### src/rtl/gpr_wb_sequencer.sv
// gpr_wb_sequencer: writeback-side driver for the single-write-port register
// file. Each accepted bundle expands into up to three register writes
// (jal link, overflow flag, main result). The writes wait in a small FIFO
// and leave it one per clock on RegWr/rw/busW. Decode can query the writes
// that are still pending so it can forward their data.
// Optional feature macro: GPR_WB_OVF_EN. When it is defined, 'over' enqueues
// the OVF_REG <- 1 write. When it is undefined, 'over' is ignored and a
// bundle carries at most two writes.
module gpr_wb_sequencer #(
  parameter int          DEPTH    = 4,
  parameter logic [4:0]  LINK_REG = 5'd31,
  parameter logic [4:0]  OVF_REG  = 5'd30
) (
  input  logic        clk,
  input  logic        rst,
  input  logic        wb_valid,
  output logic        wb_ready,
  input  logic        wb_regwr,
  input  logic [4:0]  wb_rw,
  input  logic [31:0] wb_data,
  input  logic        jal_sel,
  input  logic [31:0] jal_pc,
  input  logic        over,
  output logic        RegWr,
  output logic [4:0]  rw,
  output logic [31:0] busW,
  input  logic [4:0]  q_addr,
  output logic        q_hit,
  output logic [31:0] q_data
);

  localparam int PTR_W = $clog2(DEPTH);
  localparam int CNT_W = PTR_W + 1;

`ifdef GPR_WB_OVF_EN
  localparam int  MAX_W  = 3;
  localparam bit  OVF_EN = 1'b1;
`else
  localparam int  MAX_W  = 2;
  localparam bit  OVF_EN = 1'b0;
`endif

  localparam logic [CNT_W-1:0] DEPTH_C = CNT_W'(DEPTH);
  localparam logic [CNT_W-1:0] MAX_W_C = CNT_W'(MAX_W);

  // Queue storage and bookkeeping.
  logic [4:0]       mem_addr [DEPTH];
  logic [31:0]      mem_data [DEPTH];
  logic [PTR_W-1:0] head, tail;
  logic [CNT_W-1:0] count;

  // Writes that the current bundle expands into, already packed oldest-first.
  logic [4:0]  new_addr [4];
  logic [31:0] new_data [4];
  logic [1:0]  n_new;

  logic accept, pop;
  logic over_used;

  assign over_used = OVF_EN & over;
  assign wb_ready  = (DEPTH_C - count) >= MAX_W_C;
  assign accept    = wb_valid & wb_ready;
  assign pop       = (count != '0);

  // Expand the bundle into packed slots, dropping writes to register 0.
  always_comb begin
    // NOTE: every output of this block gets a default first, so no path leaves a value unassigned and no latch is inferred.
    n_new    = '0;
    new_addr = '{default: '0};
    new_data = '{default: '0};
    if (jal_sel && LINK_REG != 5'd0) begin
      new_addr[n_new] = LINK_REG;
      new_data[n_new] = jal_pc;
      n_new           = 2'(n_new + 2'd1);
    end
    if (over_used && OVF_REG != 5'd0) begin
      new_addr[n_new] = OVF_REG;
      new_data[n_new] = 32'd1;
      n_new           = 2'(n_new + 2'd1);
    end
    if (wb_regwr && wb_rw != 5'd0) begin
      new_addr[n_new] = wb_rw;
      new_data[n_new] = wb_data;
      n_new           = 2'(n_new + 2'd1);
    end
  end

  // Write the accepted entries into the storage array at the tail.
  // NOTE: the storage has no reset, because count and the pointers decide which entries are live.
  always_ff @(posedge clk) begin
    if (!rst && accept) begin
      for (int k = 0; k < 3; k++) begin
        if (2'(k) < n_new) begin
          mem_addr[tail + PTR_W'(k)] <= new_addr[k];
          mem_data[tail + PTR_W'(k)] <= new_data[k];
        end
      end
    end
  end

  // Update the pointers and the occupancy count. Accept and pop may happen in the same cycle.
  always_ff @(posedge clk) begin
    if (rst) begin
      // NOTE: sequential state uses non-blocking assignments so every register samples pre-edge values.
      head  <= '0;
      tail  <= '0;
      count <= '0;
    end else begin
      if (pop) head <= head + PTR_W'(1);
      if (accept) tail <= tail + PTR_W'(n_new);
      count <= count + (accept ? CNT_W'(n_new) : '0) - CNT_W'(pop);
    end
  end

  // Output stage: pop the head into the register-file write port, or idle and hold.
  always_ff @(posedge clk) begin
    if (rst) begin
      RegWr <= 1'b0;
      rw    <= '0;
      busW  <= '0;
    end else if (pop) begin
      RegWr <= 1'b1;
      rw    <= mem_addr[head];
      busW  <= mem_data[head];
    end else begin
      RegWr <= 1'b0;
    end
  end

  // Forwarding: the youngest live queue entry wins, then the output stage.
  always_comb begin
    logic [PTR_W-1:0] idx;
    q_hit  = 1'b0;
    q_data = '0;
    idx    = '0;
    if (q_addr != 5'd0) begin
      if (RegWr && rw == q_addr) begin
        q_hit  = 1'b1;
        q_data = busW;
      end
      for (int i = 0; i < DEPTH; i++) begin
        idx = head + PTR_W'(i);
        if (CNT_W'(i) < count && mem_addr[idx] == q_addr) begin
          q_hit  = 1'b1;
          q_data = mem_data[idx];
        end
      end
    end
  end

endmodule

### config.mk
export PLATFORM = sky130hd
export DESIGN_NAME = gpr_wb_sequencer
export DESIGN_NICKNAME = d
export VERILOG_FILES = /design/src/rtl/gpr_wb_sequencer.sv
export SDC_FILE = /design/constraint.sdc
export NUM_CORES = 1
export LEC_CHECK = 0
export ABC_AREA = 1
export CAP_MARGIN = 10
export CELL_PAD_IN_SITES_DETAIL_PLACEMENT = 1
export CELL_PAD_IN_SITES_GLOBAL_PLACEMENT = 1
export CORE_ASPECT_RATIO = 0.6
export CORE_MARGIN = 8
export CORE_UTILIZATION = 45
export DETAILED_ROUTE_END_ITERATION = 16
export GPL_ROUTABILITY_DRIVEN = 0
export HOLD_SLACK_MARGIN = 0.05
export PLACE_DENSITY = 0.95
export SKIP_CTS_REPAIR_TIMING = 1
export SLEW_MARGIN = 25
export SYNTH_ARGS = -nofsm -noshare
export SYNTH_HDL_FRONTEND = slang
export SYNTH_SLANG_ARGS = --single-unit
export TNS_END_PERCENT = 20
### constraint.sdc
create_clock -name clk -period 9.3 [get_ports clk]
set_clock_uncertainty 0.1 [all_clocks]
set_input_delay 1.86 -clock clk [delete_from_list [all_inputs] [get_ports clk]]
set_output_delay 1.86 -clock clk [all_outputs]
set_load 0.01 [all_outputs]
==> results.ini <==
[clock_tree]
clock_tree.root_cell=sky130_fd_sc_hd__clkbuf_16
cts_max_level=4
clock_sink_count=195
numCtsBuffers=17
tritoncts=yes
worstSkewPairLatency_ns=0.46
worst_setup_hold_path_clk_slew_ns=0.08
max_buffers_root_to_sink=2

[die]
die_x_um=247.4
number_of_standard_cell_rows_in_the_floorplan=50
starting_utilization_of_the_core_area_pct=46.04
dieArea_mm2=0.03831
floorplan.core_area_mm2=0.03141
boundaryPins=152
fp.dieH_um=154.9

[cells_and_area]
num-fill-cells=4130
design.final.nets=2315
areaGrowthSynthToFinish_pct=15.44
stdcell_area_mm2=0.01669
antenna_cells=0
final_util_pct=53.15
share_of_final_layout_standard_cells_stronger_than_drive_strength_1_pct=3.707
post_layout_cell_count=2655

[detailed_routing]
vias_per_cell=6.395
final_antenna_net_count=0
drtPass1Iterations=6
postRouteWirelength_mm=67.63
route.detailed.drc=0
detailedRoute.firstIterationViolations=2837
dr_total_vias=16980
routedWlPerCell_um=25.47

[global_routing]
grt_start_max_net_pins=99
grtUsageTotal_pct=34.30
number_of_global_route_vias_before_repair=16350
grt-ovfl-total=0
grt_antenna_before_repair=1
grt_pass1_wl_mm=101.1

[synthesis]
register_bit_count_reported_by_yosys=195
synth.top_cell.area_share_pct=30.73
sequential_area_share_after_synthesis_pct=37.24
synth.yosys.warnings=0
synth_fp_nets=2279
synth.lib_cells_used.distinct=38
synth.top_cells.by_area=sky130_fd_sc_hd__edfxtp_1 (31%), sky130_fd_sc_hd__nand2_1 (17%), sky130_fd_sc_hd__o21ai_0 (14%), sky130_fd_sc_hd__dfxtp_1 (6.5%), sky130_fd_sc_hd__inv_1 (6.0%)
netlist_instances=2190
netlist.top_cell.by_area=sky130_fd_sc_hd__edfxtp_1
synthesis.area_mm2=0.01446
synth.avg_cell_area_um2=6.603

[sta]
worst_hold_margin_ns=0.4758
final-setup-viol-count=0
tightest_slew_ns=1.074
post-route-min-period_ns=7.600
worst_relative_slew_slack_pct=28.26
post-route-period-util_pct=81.72
clock.fmax_mhz=131.6
fin_tns_setup_ns=0
grt_setup_unrepaired=no
finalHoldViolCount=0
timing.final.max_slew_violations=0

[flow_run]
maxCapViolCount=0

[run_status]
status=finished, final reports clean

[power]
power_switching_share_pct=50.31
p_seq_share_pct=28.3
power_dens_cells_mw_per_mm2=282.4
power_frac_clock_pct=16.1
vdd_drop_max_mv=0.2107
internal_portion_of_total_power_w=0.002343
static-leakage-power_nw=6.982
power.switching_w=0.002372
power.combinational.fraction_pct=55.5

[setup_path]
critical_path_peak_fanout=51
cp-start-kind=input port
crit_path_end_kind=primary output
path_class=input port to primary output
timing.critical_path.arrival_ns=5.64
cp.required_ns=7.34

[placement]
dp_hpwl_mm=47.63
detailed_place.area_mm2=0.01611
dp_cells=2622
io_buffer_count=150

[worst_hold_path]
min_path_type=flip-flop to flip-flop

[power groups by stage]
| stage | sequential [W] | clock (W) | combinational [W] |
|---|---|---|---|
| 2_1_floorplan | 0.00124 | 0 | 0.00157 |
| 6_report | 0.00134 | 0.000761 | 0.00262 |
| 5_1_grt | 0.00134 | 0.000778 | 0.00281 |
| 3_3_place_gp | 0.00131 | 0 | 0.00235 |
| 3_5_place_dp | 0.00133 | 0 | 0.00248 |
| 4_1_cts | 0.00131 | 0.000757 | 0.00252 |
[cell usage after synthesis]
cell type and count:
sky130_fd_sc_hd__a21oi_1 85, sky130_fd_sc_hd__a221oi_1 1, sky130_fd_sc_hd__a22oi_1 33, sky130_fd_sc_hd__a31oi_1 31, sky130_fd_sc_hd__and3_1 1, sky130_fd_sc_hd__buf_1 13, sky130_fd_sc_hd__buf_2 22, sky130_fd_sc_hd__buf_4 10
sky130_fd_sc_hd__clkbuf_1 114, sky130_fd_sc_hd__dfxtp_1 47, sky130_fd_sc_hd__edfxtp_1 148, sky130_fd_sc_hd__fa_1 1, sky130_fd_sc_hd__ha_1 8, sky130_fd_sc_hd__inv_1 233, sky130_fd_sc_hd__inv_2 5, sky130_fd_sc_hd__mux2i_1 2
sky130_fd_sc_hd__nand2_1 660, sky130_fd_sc_hd__nand2_2 1, sky130_fd_sc_hd__nand2_4 1, sky130_fd_sc_hd__nand3_1 34, sky130_fd_sc_hd__nand3_2 2, sky130_fd_sc_hd__nand4_1 4, sky130_fd_sc_hd__nor2_1 183, sky130_fd_sc_hd__nor2_2 2
sky130_fd_sc_hd__nor2_4 1, sky130_fd_sc_hd__nor2b_1 1, sky130_fd_sc_hd__nor3_1 5, sky130_fd_sc_hd__nor3_2 4, sky130_fd_sc_hd__o211ai_1 63, sky130_fd_sc_hd__o21a_1 1, sky130_fd_sc_hd__o21ai_0 397, sky130_fd_sc_hd__o21ai_1 35
sky130_fd_sc_hd__o221ai_1 31, sky130_fd_sc_hd__o22ai_1 1, sky130_fd_sc_hd__or2_2 1, sky130_fd_sc_hd__or3b_1 1, sky130_fd_sc_hd__xnor2_1 1, sky130_fd_sc_hd__xor2_1 7
[worst paths after layout]
path | startpoint | to | slack (ns) | depth (start not counted)
max | q_addr[2] | q_data[23] | 1.70 | 12
max reg2reg | count[0] | mem_data[0][10] | 4.76 | 14
min reg2reg | busW[1] | busW[1] | 0.48 | 2
min | busW[1] | busW[1] | 0.48 | 2
[placed cells by master, fill, tap and decap left out, types with 5 or more instances in the layout]
cell type	count
sky130_fd_sc_hd__nand3_1	32
sky130_fd_sc_hd__ha_1	8
sky130_fd_sc_hd__nand2_1	659
sky130_fd_sc_hd__a21oi_1	85
sky130_fd_sc_hd__dfxtp_1	45
sky130_fd_sc_hd__a22oi_1	33
sky130_fd_sc_hd__inv_2	5
sky130_fd_sc_hd__o21ai_1	35
sky130_fd_sc_hd__buf_4	25
sky130_fd_sc_hd__edfxtp_1	148
sky130_fd_sc_hd__inv_6	5
sky130_fd_sc_hd__nor2_1	183
sky130_fd_sc_hd__o21ai_0	393
sky130_fd_sc_hd__o211ai_1	63
sky130_fd_sc_hd__clkbuf_16	17
sky130_fd_sc_hd__a31oi_1	31
sky130_fd_sc_hd__o221ai_1	31
sky130_fd_sc_hd__inv_1	231
sky130_fd_sc_hd__nor3_1	5
sky130_fd_sc_hd__clkdlybuf4s50_1	150
sky130_fd_sc_hd__xor2_1	7
[area by class of cell]
class                      count  area, µm²  share of cell area [%]
clock buffer                  22      454.2                   2.721
sequential                   195       5390                   32.29
multi-input combinational   1598       7616                   45.63
timing repair buffer         176       1709                   10.24
tap                          416      520.5                   3.118
clock inverter                10      107.6                  0.6446
inverter                     238      894.6                   5.359
[per-layer routing]
layer / part of all wire [%] / wire length, µm / GRT usage [%] / vias up
li1: - / - / - / 7373
met1: 39 / 26330 / 47.08 / 8010
met5: 0.010 / 7 / 0 / -
met4: 2.4 / 1624 / 8.347 / 2
met2: 40 / 26900 / 47.60 / 1399
met3: 19 / 12760 / 16.54 / 194
[worst max-delay path, stage by stage]
cell                              delay [ns]
sky130_fd_sc_hd__clkdlybuf4s50_1        0.68
sky130_fd_sc_hd__inv_1                  0.17
sky130_fd_sc_hd__nand3_1                0.12
sky130_fd_sc_hd__nand2_1                0.09
sky130_fd_sc_hd__nor2_1                 0.20
sky130_fd_sc_hd__nand3_2                0.80
sky130_fd_sc_hd__nand2_1                0.27
sky130_fd_sc_hd__o21ai_0                0.13
sky130_fd_sc_hd__nand2_1                0.12
sky130_fd_sc_hd__nand2_1                0.08
sky130_fd_sc_hd__a21oi_1                0.46
sky130_fd_sc_hd__clkdlybuf4s50_1        0.65
[sequential cells by signal, indices dropped and copies added (netlist names), named ones only]
| register | count |
|---|---|
| RegWr | 1 |
| busW | 32 |
| count | 3 |
| head | 2 |
| mem_addr | 20 |
| mem_data | 128 |
| rw | 5 |
| tail | 2 |
[cells by family (layout without fill, tap and decap cells)]
logic type	after synthesis	count (layout)	share of synthesized area, %
xor gates and xnor gates	8	8	0.4846
AOI/OAI and AO/OA	678	678	26.25
adders and majority gates	9	9	0.8307
buffers and inverters	397	446	10.76
DFF	195	195	37.24
muxes	2	2	0.1384
and+or+nand+nor	901	901	24.30
[per-stage QoR]
step,total power [W],setup slack [ns]
finish,0.004715,1.700
global route,0.004929,1.558
CTS,0.004588,1.770
detailed placement,0.003811,1.842
global placement,0.003663,1.938
floorplan,0.002817,2.793
Note: power is estimated with default switching activity, not from simulation.
